==> src/rtl/irq_trap_ctrl.sv <==
// irq_trap_ctrl: machine-mode interrupt/trap controller for the 5-stage RV32 pipeline.
// It takes NUM_IRQ sources. Each source is edge- or level-sensitive, and index 0 has the
// highest priority. The controller supports direct and vectored mtvec. It issues a
// registered flush/redirect at trap entry and at mret.
// Ports:
//   clk, rst                clock and asynchronous active-low reset
//   irq_i / irq_en_i        interrupt lines and per-source enables (mie)
//   gie_i                   global enable (mstatus.MIE)
//   mtvec_base_i/_mode_i    trap vector base (bits[1:0] ignored) and mode (1=vectored)
//   pc_mem_i, valid_mem_i   PC and valid flag of the instruction in MEM
//   mret_i                  mret retiring in MEM
//   flush_o, redirect_o     1-cycle pulses at trap entry and at handler exit
//   redirect_pc_o           redirect target while redirect_o=1, otherwise 0
//   mepc_o, mcause_o        captured return PC and cause {1, zero-pad, id}
//   pending_o               pending register
//   in_handler_o            high from entry until exit completes
module irq_trap_ctrl #(
    parameter int unsigned        NUM_IRQ   = 4,
    parameter int unsigned        XLEN      = 32,
    parameter logic [NUM_IRQ-1:0] EDGE_MASK = '0
) (
    input  logic               clk,
    input  logic               rst,
    input  logic [NUM_IRQ-1:0] irq_i,
    input  logic [NUM_IRQ-1:0] irq_en_i,
    input  logic               gie_i,
    input  logic [XLEN-1:0]    mtvec_base_i,
    input  logic               mtvec_mode_i,
    input  logic [XLEN-1:0]    pc_mem_i,
    input  logic               valid_mem_i,
    input  logic               mret_i,
    output logic               flush_o,
    output logic               redirect_o,
    output logic [XLEN-1:0]    redirect_pc_o,
    output logic [XLEN-1:0]    mepc_o,
    output logic [XLEN-1:0]    mcause_o,
    output logic [NUM_IRQ-1:0] pending_o,
    output logic               in_handler_o
);

    localparam int unsigned ID_W       = (NUM_IRQ > 1) ? $clog2(NUM_IRQ) : 1;
    localparam int unsigned CAUSE_LO_W = XLEN - 1;

    typedef enum logic [1:0] {
        ST_IDLE    = 2'd0,
        ST_ENTER   = 2'd1,
        ST_HANDLER = 2'd2,
        ST_EXIT    = 2'd3
    } state_e;

    state_e              state_q, state_d;
    logic [NUM_IRQ-1:0]  pending_q, pending_d;
    logic [NUM_IRQ-1:0]  prev_q;
    logic [NUM_IRQ-1:0]  cand_c, clr_c, rise_c;
    logic [ID_W-1:0]     id_q, id_d, sel_id_c;
    logic                take_c;
    logic [XLEN-1:0]     vec_pc_c;
    logic [XLEN-1:0]     mepc_q, mepc_d;
    logic [XLEN-1:0]     mcause_q, mcause_d;
    logic [XLEN-1:0]     redirect_pc_q, redirect_pc_d;
    logic                flush_q, flush_d;
    logic                in_handler_q, in_handler_d;

    // Fixed-priority pick: the lowest set index wins.
    always_comb begin
        sel_id_c = '0;
        for (int i = NUM_IRQ - 1; i >= 0; i--) begin
            if (cand_c[i]) begin
                sel_id_c = ID_W'(i);
            end
        end
    end

    // An edge source stays pending until its ENTER cycle. A new edge in that cycle wins over the clear.
    always_comb begin
        clr_c     = (state_q == ST_ENTER) ? (NUM_IRQ'(1) << id_q) : '0;
        rise_c    = irq_i & ~prev_q;
        pending_d = (EDGE_MASK & ((pending_q & ~clr_c) | rise_c)) | (~EDGE_MASK & irq_i);
    end

    // Trap sequencing, next state and next values of the registered outputs.
    always_comb begin
        state_d       = state_q;
        id_d          = id_q;
        mepc_d        = mepc_q;
        mcause_d      = mcause_q;
        flush_d       = 1'b0;
        redirect_pc_d = '0;
        in_handler_d  = 1'b0;

        cand_c   = pending_q & irq_en_i;
        take_c   = (state_q == ST_IDLE) && gie_i && valid_mem_i && (|cand_c);
        vec_pc_c = (mtvec_base_i & ~XLEN'(3))
                 + (mtvec_mode_i ? (XLEN'(sel_id_c) << 2) : '0);

        case (state_q)
            ST_IDLE: begin
                if (take_c) begin
                    state_d       = ST_ENTER;
                    id_d          = sel_id_c;
                    mepc_d        = pc_mem_i;
                    mcause_d      = {1'b1, CAUSE_LO_W'(sel_id_c)};
                    flush_d       = 1'b1;
                    redirect_pc_d = vec_pc_c;
                    in_handler_d  = 1'b1;
                end
            end
            ST_ENTER: begin
                state_d      = ST_HANDLER;
                in_handler_d = 1'b1;
            end
            ST_HANDLER: begin
                in_handler_d = 1'b1;
                if (mret_i) begin
                    state_d       = ST_EXIT;
                    flush_d       = 1'b1;
                    redirect_pc_d = mepc_q;
                end
            end
            ST_EXIT: begin
                state_d = ST_IDLE;
            end
            default: begin
                state_d = ST_IDLE;
            end
        endcase
    end

    always_ff @(posedge clk or negedge rst) begin
        if (!rst) begin
            state_q       <= ST_IDLE;
            pending_q     <= '0;
            prev_q        <= '0;
            id_q          <= '0;
            mepc_q        <= '0;
            mcause_q      <= '0;
            redirect_pc_q <= '0;
            flush_q       <= 1'b0;
            in_handler_q  <= 1'b0;
        end else begin
            state_q       <= state_d;
            pending_q     <= pending_d;
            prev_q        <= irq_i;
            id_q          <= id_d;
            mepc_q        <= mepc_d;
            mcause_q      <= mcause_d;
            redirect_pc_q <= redirect_pc_d;
            flush_q       <= flush_d;
            in_handler_q  <= in_handler_d;
        end
    end

    assign flush_o       = flush_q;
    assign redirect_o    = flush_q;
    assign redirect_pc_o = redirect_pc_q;
    assign mepc_o        = mepc_q;
    assign mcause_o      = mcause_q;
    assign pending_o     = pending_q;
    assign in_handler_o  = in_handler_q;

endmodule

==> config.mk <==
export PLATFORM = sky130hd
export DESIGN_NAME = irq_trap_ctrl
export DESIGN_NICKNAME = d
export VERILOG_FILES = /design/src/rtl/irq_trap_ctrl.sv
export SDC_FILE = /design/constraint.sdc
export NUM_CORES = 1
export LEC_CHECK = 0
export BUFFER_PORTS_ARGS = -buffer_cell sky130_fd_sc_hd__buf_2
export CORE_MARGIN = 1
export CORE_UTILIZATION = 25
export CTS_CLUSTER_SIZE = 16
export DETAILED_ROUTE_END_ITERATION = 8
export HOLD_SLACK_MARGIN = 0.08
export PLACE_DENSITY = 0.47
export SYNTH_ARGS = -nofsm -noshare
export SYNTH_HDL_FRONTEND = slang
export SYNTH_SLANG_ARGS = --single-unit
==> constraint.sdc <==
create_clock -name clk -period 3 [get_ports clk]
set_input_delay 0.9 -clock clk [delete_from_list [all_inputs] [get_ports clk]]
set_output_delay 0.9 -clock clk [all_outputs]
set_load 0.02 [all_outputs]
==> metrics.txt, run 1 <==
status finished with violations; failing checks design-rule violations; Floorplan Core Area 14700 sq um; clk sinks 75; Total Routed Length roughly 11 mm; hold buffer count at CTS 0; number of port buffers 149; Hold Crit Class flip-flop to flip-flop; busiest grt layer met2; PD cells roughly 840 nW/um^2; hold_ws 0.461 ns; global-route wire length before repair 18.4 mm; sequential share of power ~37%; met2 Usage GRT 24.1%; global placer's final weighted congestion 0.749; Setup violations, final 0; Setup Total Neg Slack 0 ns; largest net degree at the start of global routing 42; Routed Antenna Nets 0; WS Path Type input port to flip-flop; CP Max Fanout 10; skew final 0.00577 ns; initial antenna violation count 1; f_max 372 MHz; internal power 2620 uW; FF/Latch Area 1880 sq um; DRT Pass-1 Iters 6; max-cap viol count 0; clk buf depth 2; starting density of the core 25.9%; P_leak around 0.0027 uW; global route overflow 0; Mapped Cells between 400 and 500; RSZ-0062 raised after global routing false; clk slew on worst S/H paths 0.06 ns; final period utilization 89.7%; Synth area leaders dfrtp_1 (49%), nand2_1 (13%), buf_4 (5.9%); ys flop type dfrtp_1; CP Capture Type flip-flop; FILL cells 1555; H-tree depth 3; top cell type's share of synthesized area between 40% and 50%; All-Layer GR Usage 15.2%; Clock Power Share 26.3%; Slowest-stage cell, CP o311a_1; slew of the pin with the lowest slew margin 1.13 ns; sequential area share after synthesis just under 50%; postcts setup bufs 0; # diodes 0; proportion of layout cells with a drive suffix above 1 between 30% and 40%; post-synth top area cell dfrtp_1; Final Hold Viols 0; crit-path max cell delay 0.37 ns; CTS tree done; FFs w/ async S/R, synth 100%; crit start category input port; Worst Path Required between 3 and 4 ns; post-route minimum period 2.69 ns; vias in the first global route 3459; worst-path cell chain buf_2 > nand2_1 > a32oi_1 > a21o_1 > nor2_1 > ha_1 > fa_1 > and3_1 > nand3_2 > o311a_1 > a221o_1; Netlist cell types 48; area of the multi-input gates 1690 sq um; via count 3495; Die Width 125 um; Net Sw Frac 38.8%; number of synthesized flops with an enable pin 0; Die Area about 16000 sq um; max_slew headroom 24.5%; global routing usage on met1 between 15 and 20%; Root Buffer Master clkbuf_16; Clock Latency Late Sink 0.34 ns; DRC 11; Mapped Area 3800 sq um; Rows 44; synth-to-layout area growth 33.2%; NumNets Final 658; Comb pwr share a little over a third; worst path arrival time 2.91 ns; # IOs 181; Buf/Inv on CP 1; Die Ht roughly 130 um; DR vias/cell 4.58; Avg Inst Size Synth 9.08 sq um; register bit total from synthesis 75; met3 Resource Use GR 3.59%; largest delay contributor family on the critical path compound AO/OA/AOI/OAI gates; Max IR drop VDD around 0.31 mV; cts bufs inserted 9; hpwl dp 8.61 mm; Post-CTS Resized 0; Starting DRT DRC Count 213; Sw Pwr 1660 uW; warnings from Yosys 0; Slew Viols, Final 0; routed len/inst 15.1 um
==> Yosys cell counts, types with 3 or more instances <==
cell type,instances
or4_1,10
inv_1,8
o21ai_0,10
o211ai_1,14
buf_2,3
or3_1,5
nand4_1,10
nand2_1,127
a21o_1,3
o311ai_1,4
nand3_1,21
nor2_1,10
dfrtp_1,75
a22o_1,3
ha_1,5
buf_4,30
and3_1,5
clkbuf_1,19
xor2_1,7
xnor2_1,4
nand2b_1,5
a32oi_1,4
==> metrics by stage <==
step / instance area [sq um] / utilization, % / total power [uW] / instances / setup WS (ns)
floorplan: 3910 / - / 2560 / 447 / 0.0700
global placement: 4750 / 32.3 / 3170 / 747 / -0.0153
detailed placement: 4750 / 32.3 / 3190 / 747 / -0.0546
CTS: 5070 / 34.5 / 4350 / 763 / 0.303
global route: 5070 / 34.5 / 4550 / 763 / 0.203
finish: 5070 / 34.5 / 4280 / 763 / 0.309
==> path summary, 6_finish.rpt <==
path,start,cells past startpoint,slack [ns],end
setup / recovery,irq_en_i[2],11,0.31,redirect_pc_o[18]
hold reg to reg,mcause_o[31],1,0.46,mcause_o[31]
min in group asynchronous,rst,1,0.53,mepc_o[6]
setup reg to reg,state_q[0],7,0.55,redirect_pc_o[13]
max in group asynchronous,rst,2,1.79,mepc_o[15]
hold / removal,mcause_o[31],1,0.46,mcause_o[31]
==> logic make-up after synthesis <==
family | count (synthesis) | synth area share [%]
other cells | 1 | 0.0986
fa+ha+maj | 6 | 2.17
simple gates | 210 | 25.7
buf+inv | 61 | 9.27
xor+xnor | 11 | 2.53
compound gates | 54 | 10.6
flops | 75 | 49.3
mux | 1 | 0.296
==> metal layers <==
metal	vias to the layer above	part of all wire [%]
li1	1700	-
met1	1650	46
met2	126	45
met3	17	6.2
met4	2	2.1
met5	-	0.070
==> power by group through the flow <==
stage / logic, uW / clock network [uW] / registers (uW)
6_report: 1550 / 1130 / 1600
5_1_grt: 1700 / 1190 / 1660
4_1_cts: 1580 / 1160 / 1610
3_5_place_dp: 1570 / 0 / 1620
3_3_place_gp: 1550 / 0 / 1620
2_1_floorplan: 542 / 0 / 2020
==> state kept, by name, indices dropped and copies added, names as in the netlist <==
name           cells
mepc_o            32
redirect_pc_o     32
pending_o          4
mcause_o           3
state_q            2
flush_o            1
in_handler_o       1
==> worst register-to-register path: cells and delay by family (launching register included) <==
family | cells | cell delay [ns]
AOI/OAI and AO/OA | 2 | 1.02
buffers and inverters | 2 | 0.44
DFF | 1 | 0.40
adders and majority gates | 1 | 0.22
and+or+nand+nor | 2 | 0.30
==> layout make-up <==
cell class                 instances  share of cell area (%)
clock inverter                     4                   0.938
sequential                        75                    37.0
timing repair buffer             169                    18.2
clock buffer                      12                    5.26
tap                              184                    4.54
inverter                           8                   0.593
multi-input combinational        311                    33.4
==> layout by cell type, fill, tap and decap left out, drive strengths merged, types with 3 or more instances in the layout <==
master and instances:
buf 169, nand2 127, dfrtp 75, conb 29
nand3 22, o211ai 14, o21ai 12, clkbuf 12
nand4 11, nor2 10, or4 10, inv 8
xor2 7, or3 6, nand2b 5, and3 5
ha 5, a32oi 4, o311ai 4, xnor2 4
a22o 3, a21o 3
No activity file was read; power rests on OpenSTA's default activity.
==> inputs of run 2 (changes only) <==
--- a/config.mk
+++ b/config.mk
@@ -7,11 +7,11 @@
 export LEC_CHECK = 0
 export BUFFER_PORTS_ARGS = -buffer_cell sky130_fd_sc_hd__buf_2
 export CORE_MARGIN = 1
-export CORE_UTILIZATION = 25
+export CORE_UTILIZATION = 42
 export CTS_CLUSTER_SIZE = 16
 export DETAILED_ROUTE_END_ITERATION = 8
 export HOLD_SLACK_MARGIN = 0.08
-export PLACE_DENSITY = 0.47
+export PLACE_DENSITY = 0.75
 export SYNTH_ARGS = -nofsm -noshare
 export SYNTH_HDL_FRONTEND = slang
 export SYNTH_SLANG_ARGS = --single-unit
==> constraint.sdc (replaced) <==
create_clock -name clk -period 2.17 [get_ports clk]
set_input_delay 0.651 -clock clk [delete_from_list [all_inputs] [get_ports clk]]
set_output_delay 0.651 -clock clk [all_outputs]
set_load 0.02 [all_outputs]
==> metrics.txt, run 2 (same netlist as run 1, synthesis figures left out) <==
R2R setup slack -0.14 ns (-0.69 ns); Met1 Wirelength 4.59 mm (-14%); routed len/inst 15.3 um (+1.4%); most common cell after layout, fill and taps aside buf_2; r2r endpoint redirect_pc_o[18]; global route overflow 0 (unchanged); DRT Pass-1 Iters 4 (-2); Die Area 9440 sq um (-40%); failing checks negative setup slack; DR vias/cell 5.25 (+15%); hold buffer count at CTS 0 (unchanged); slew of the pin with the lowest slew margin 0.771 ns (-0.360 ns); Setup violations, final 23 (+23); via count 3725 (+6.6%); Die Width 97.2 um (-22%); metal3 WL 637 um (-11%); DRC 0 (-11); hpwl dp 7.88 mm (-8.5%); starting density of the core 43.4% (+18 points); r2r startpoint pending_o[2]; final period utilization 106%; global placer's final weighted congestion 0.897 (+20%); sequential share of power 41.0% (+3.6 points); Comb pwr share 40.7% (+4.4 points); Floorplan Core Area 8760 sq um (-40%); clk sinks 75 (unchanged); largest net degree at the start of global routing 50 (+19%); worst setup margin -0.140 ns (-0.450 ns); vias in the first global route 3529 (+2.0%); number of port buffers 149 (unchanged); Routed met2 length 5.30 mm (+1.5%); f_max 433 MHz; clk slew on worst S/H paths 0.09 ns (+0.03 ns); internal power 3120 uW (+19%); # diodes 0 (unchanged); status finished with violations; NumNets Final 681 (+3.5%); Slew Viols, Final 0 (unchanged); Rows 34 (-23%); Root Buffer Master clkbuf_8; CP Max Fanout 5 (-5); uppermost layer routed met4; WS Path Type flip-flop to flip-flop; CTS tree done; Clock Latency Late Sink 0.35 ns (about the same); crit start category flip-flop; R2R cell count 10 (+3); global-route wire length before repair 17.2 mm (-6.5%); Clock Power Share 18.2% (-8.1 points); Design Power 5440 uW (+27%); Total Routed Length 10.8 mm (-5.7%); skew final 0.0119 ns (+0.00616 ns); most frequent cells in the layout buf_2 (148), nand2_1 (125), dfrtp_1 (75), buf_4 (38), conb_1 (29); Sw Pwr 2310 uW (+39%); initial antenna violation count 0 (-1); P_leak 0.00271 uW (+1.9%); max-cap viol count 0 (unchanged); Die Ht 97.2 um (-22%); Hold Crit Class input port to asynchronous set/reset pin; RSZ-0062 raised after global routing true; All-Layer GR Usage 23.1% (+7.9 points); Routed Antenna Nets 0 (unchanged); clk buf depth 2 (unchanged); Worst Path Required 2.41 ns (-0.81 ns); Final Hold Viols 0 (unchanged); Starting DRT DRC Count 208 (-2.3%); Net Sw Frac 42.6% (+3.7 points); max_slew headroom 48.6% (+24 points); hold_ws 0.206 ns (-0.255 ns); synth-to-layout area growth 34.8%; PD cells 1060 nW/um^2 (+26%); cts bufs inserted 9 (unchanged); worst path arrival time 2.55 ns (-0.36 ns); proportion of layout cells with a drive suffix above 1 37.5% (+4.6 points); # IOs 181 (unchanged); post-route minimum period around 2.3 ns; H-tree depth 3 (unchanged); Max IR drop VDD 0.505 mV (+61%); CP Capture Type flip-flop
[run 2: critical path: stages, from the launching register on]
cell and delay (ns):
dfrtp_1 0.42, nand2_4 0.08, a32oi_2 0.08, a21o_1 0.18
nor2_1 0.11, ha_2 0.21, fa_2 0.21, and3_4 0.21
nand3_4 0.10, o311a_1 0.31, a221o_1 0.27
[run 2: what timing repair did]
item	4_1_cts	5_1_grt
buffers inserted	4	1
gates cloned	1	0
gates resized for setup	13	3
pin swaps	13	8
setup endpoints to repair	23	24
[run 2: area by class of cell]
class,instances,area (sq um)
timing repair buffer,191,1120
sequential,75,1880
multi-input combinational,312,1790
inverter,8,30.0
clock inverter,6,41.3
tap,108,135
fill,798,3630
clock buffer,10,138
[run 2: per-stage QoR]
stage	instance area (sq um)	worst slack (ns)	setup TNS, ns	cells	utilization (%)
after global routing	5130	-0.271	-4.71	710	58.5
after global placement	4840	-0.492	-9.35	688	55.2
final	5130	-0.140	-1.91	710	58.5
after CTS	5100	-0.151	-2.06	709	58.2
after detailed placement	4840	-0.577	-10.47	688	55.2
after floorplan	3950	-0.332	-5.08	447	-
[run 2: power groups by stage]
stage | Combinational [uW] | Sequential [uW] | Clock (uW)
2_1_floorplan | 753 | 2790 | 0
3_3_place_gp | 2140 | 2240 | 0
3_5_place_dp | 2200 | 2260 | 0
4_1_cts | 2220 | 2230 | 1020
5_1_grt | 2400 | 2300 | 1070
6_report | 2210 | 2230 | 992
[run 2: layer usage]
layer	vias up	track usage (%)
met4	0	10.3
met3	30	4.39
met5	-	0
met2	170	38.0
met1	1772	29.7
li1	1753	-
[run 2: worst max path at each step]
stage                             from                 to  depth (start not counted)
after floorplan            irq_en_i[2]  redirect_pc_o[11]                          9
after global placement     irq_en_i[2]  redirect_pc_o[18]                         11
after detailed placement   irq_en_i[2]  redirect_pc_o[18]                         11
after CTS                 pending_o[2]  redirect_pc_o[18]                         10
after global routing      pending_o[2]  redirect_pc_o[28]                         11
final                     pending_o[2]  redirect_pc_o[18]                         10
==> inputs of run 3 (changes only) <==
==> constraint.sdc (replaced) <==
create_clock -name clk -period 2 [get_ports clk]
set_input_delay 0.6 -clock clk [delete_from_list [all_inputs] [get_ports clk]]
set_output_delay 0.6 -clock clk [all_outputs]
set_load 0.02 [all_outputs]
==> metrics.txt, run 3 (same netlist as run 1, synthesis figures left out) <==
crit start category flip-flop; Hold Crit Class input port to asynchronous set/reset pin; sequential share of power 39.0% (-2.0 points); WS Path Type flip-flop to flip-flop; Routed Antenna Nets 0 (unchanged); P_leak 0.00289 uW (+6.7%); CP Max Fanout 6 (+1); clk slew on worst S/H paths 0.08 ns (about the same); Final Hold Viols 0 (unchanged); Rows 34 (unchanged); Total Routed Length 11.6 mm (+7.2%); hpwl dp 8.01 mm (+1.6%); starting density of the core 43.4% (unchanged); area of the multi-input gates 1890 sq um (+5.3%); clk sinks 75 (unchanged); Final Core Density 62.3% (+3.7 points); skew final 0.00540 ns (-0.00653 ns); vias in the first global route 3656 (+3.6%); hold_ws 0.163 ns (-0.0428 ns); synth-to-layout area growth 43.4%; RSZ-0062 raised after global routing true; Net Sw Frac 40.5% (-2.0 points); Worst Path Required 2.24 ns (-0.17 ns); global-route wire length before repair 17.6 mm (+2.2%); cell count after placement 698 (+1.5%); max-cap viol count 0 (unchanged); worst setup margin -0.390 ns (-0.250 ns); DRT Pass-1 Iters 5 (+1); Setup violations, final 26 (+13%); largest net degree at the start of global routing 49 (-2.0%); NumNets Final 698 (+2.5%); hold buffer count at CTS 0 (unchanged); FF/Latch Area 1880 sq um (unchanged); Starting DRT DRC Count 233 (+12%); H-tree depth 3 (unchanged); initial antenna violation count 1 (+1); Design Power 6230 uW (+15%); Die Width 97.2 um (unchanged); DR vias/cell 5.24 (about the same); final instance area 5460 sq um (+6.4%); Slew Viols, Final 0 (unchanged); placed cell area 4930 sq um (+2.0%); CTS tree done; Comb pwr share 39.5% (-1.2 points); via count 3818 (+2.5%); f_max 418 MHz (-3.3%); worst path arrival time 2.63 ns (+0.08 ns); Floorplan Core Area 8760 sq um (unchanged); Clock Power Share 21.5% (+3.3 points); R2R setup slack -0.39 ns (-0.25 ns); failing checks negative setup slack; Sw Pwr 2520 uW (+9.0%); routed len/inst 16.0 um (+4.6%); CP Capture Type flip-flop; Die Ht 97.2 um (unchanged); Finished Layout Cells 728 (+2.5%); internal power 3700 uW (+19%); most frequent cells in the layout buf_2 (148), nand2_1 (126), dfrtp_1 (75), buf_4 (50), conb_1 (29); Die Area 9440 sq um (unchanged); post-route minimum period 2.39 ns (+0.0798 ns); Clock Latency Late Sink 0.35 ns (about the same); Max IR drop VDD 0.600 mV (+19%); most common cell after layout, fill and taps aside buf_2; # IOs 181 (unchanged); proportion of layout cells with a drive suffix above 1 42.3% (+4.8 points); number of port buffers 149 (unchanged); slew of the pin with the lowest slew margin 0.592 ns (-0.178 ns); Root Buffer Master clkbuf_8; max_slew headroom 60.2% (+12 points); global route overflow 0 (unchanged); FILL cells 721 (-9.6%); final period utilization 120% (+13 points); clk buf depth 2 (unchanged); DRC 0 (unchanged); All-Layer GR Usage 23.4% (+0.31 points); PD cells 1140 nW/um^2 (+7.7%); cts bufs inserted 9 (unchanged); status finished with violations; global placer's final weighted congestion 0.837 (-6.7%)
-- run 3: cell count changes in the layout (fill, tap and decap cells not counted), moves of 3 or more --
cell      previous run  this run
nand3_2              1         8
nand3_1             20        13
o21ai_1              7        11
o21ai_0              5         1
buf_4               38        50
buf_6                1         5
o311ai_2             1         4
or4_1               10         5
or4_4                0         5
-- run 3: critical path, stage by stage (launching register included) --
cell	delay, ns
dfrtp_1	0.41
nand2_4	0.06
a32oi_2	0.08
a21o_1	0.18
nor2_1	0.11
ha_2	0.20
fa_2	0.20
and3_4	0.19
nand3_4	0.12
buf_6	0.16
or3_4	0.31
o211ai_1	0.24
-- run 3: path summary, 6_finish.rpt --
kind / start / endpoint / cells after the start
max: pending_o[2] / redirect_pc_o[28] / 11
min: rst / redirect_pc_o[19] / 1
max reg2reg: pending_o[2] / redirect_pc_o[28] / 11
min reg2reg: mcause_o[31] / mcause_o[31] / 1
max in group asynchronous: rst / mepc_o[7] / 2
min in group clk: irq_i[3] / pending_o[3] / 1
-- run 3: metrics by stage --
step	setup TNS [ns]	setup slack, ns
2_1_floorplan	-7.36	-0.446
3_3_place_gp	-12.84	-0.588
3_5_place_dp	-13.81	-0.637
4_1_cts	-5.59	-0.300
5_1_grt	-9.12	-0.530
6_report	-5.89	-0.390
-- run 3: area by class of cell --
class | count | area share, %
diodes | 1 | 0.0459
flip-flops and latches | 75 | 34.4
well taps | 108 | 2.48
clock buffers | 12 | 2.84
clock inverters | 4 | 1.33
inverters | 8 | 0.550
repair buffers | 209 | 23.8
multi-input cells | 311 | 34.6
-- run 3: timing repair --
action / 4_1_cts / 5_1_grt
pin swaps: 12 / 33
setup endpoints to repair: 24 / 29
buffers inserted: 5 / 7
gates cloned: 0 / 1
endpoints found under the hold margin: 0 / 0
resized for setup: 17 / 27
-- run 3: layer usage --
layer	vias to the layer above	share of wire (%)	GRT usage (%)
met5	-	0	0
met4	0	2.6	9.87
met3	36	6.5	4.96
met2	194	50	39.1
met1	1812	41	29.5
li1	1776	-	-
-- run 3: power by group through the flow --
stage	Combinational, uW	Sequential (uW)	Clock, uW
after global placement	2340	2440	0
after global routing	2660	2500	1420
after CTS	2420	2430	1350
after detailed placement	2400	2460	0
final	2460	2430	1340
after floorplan	819	3030	0
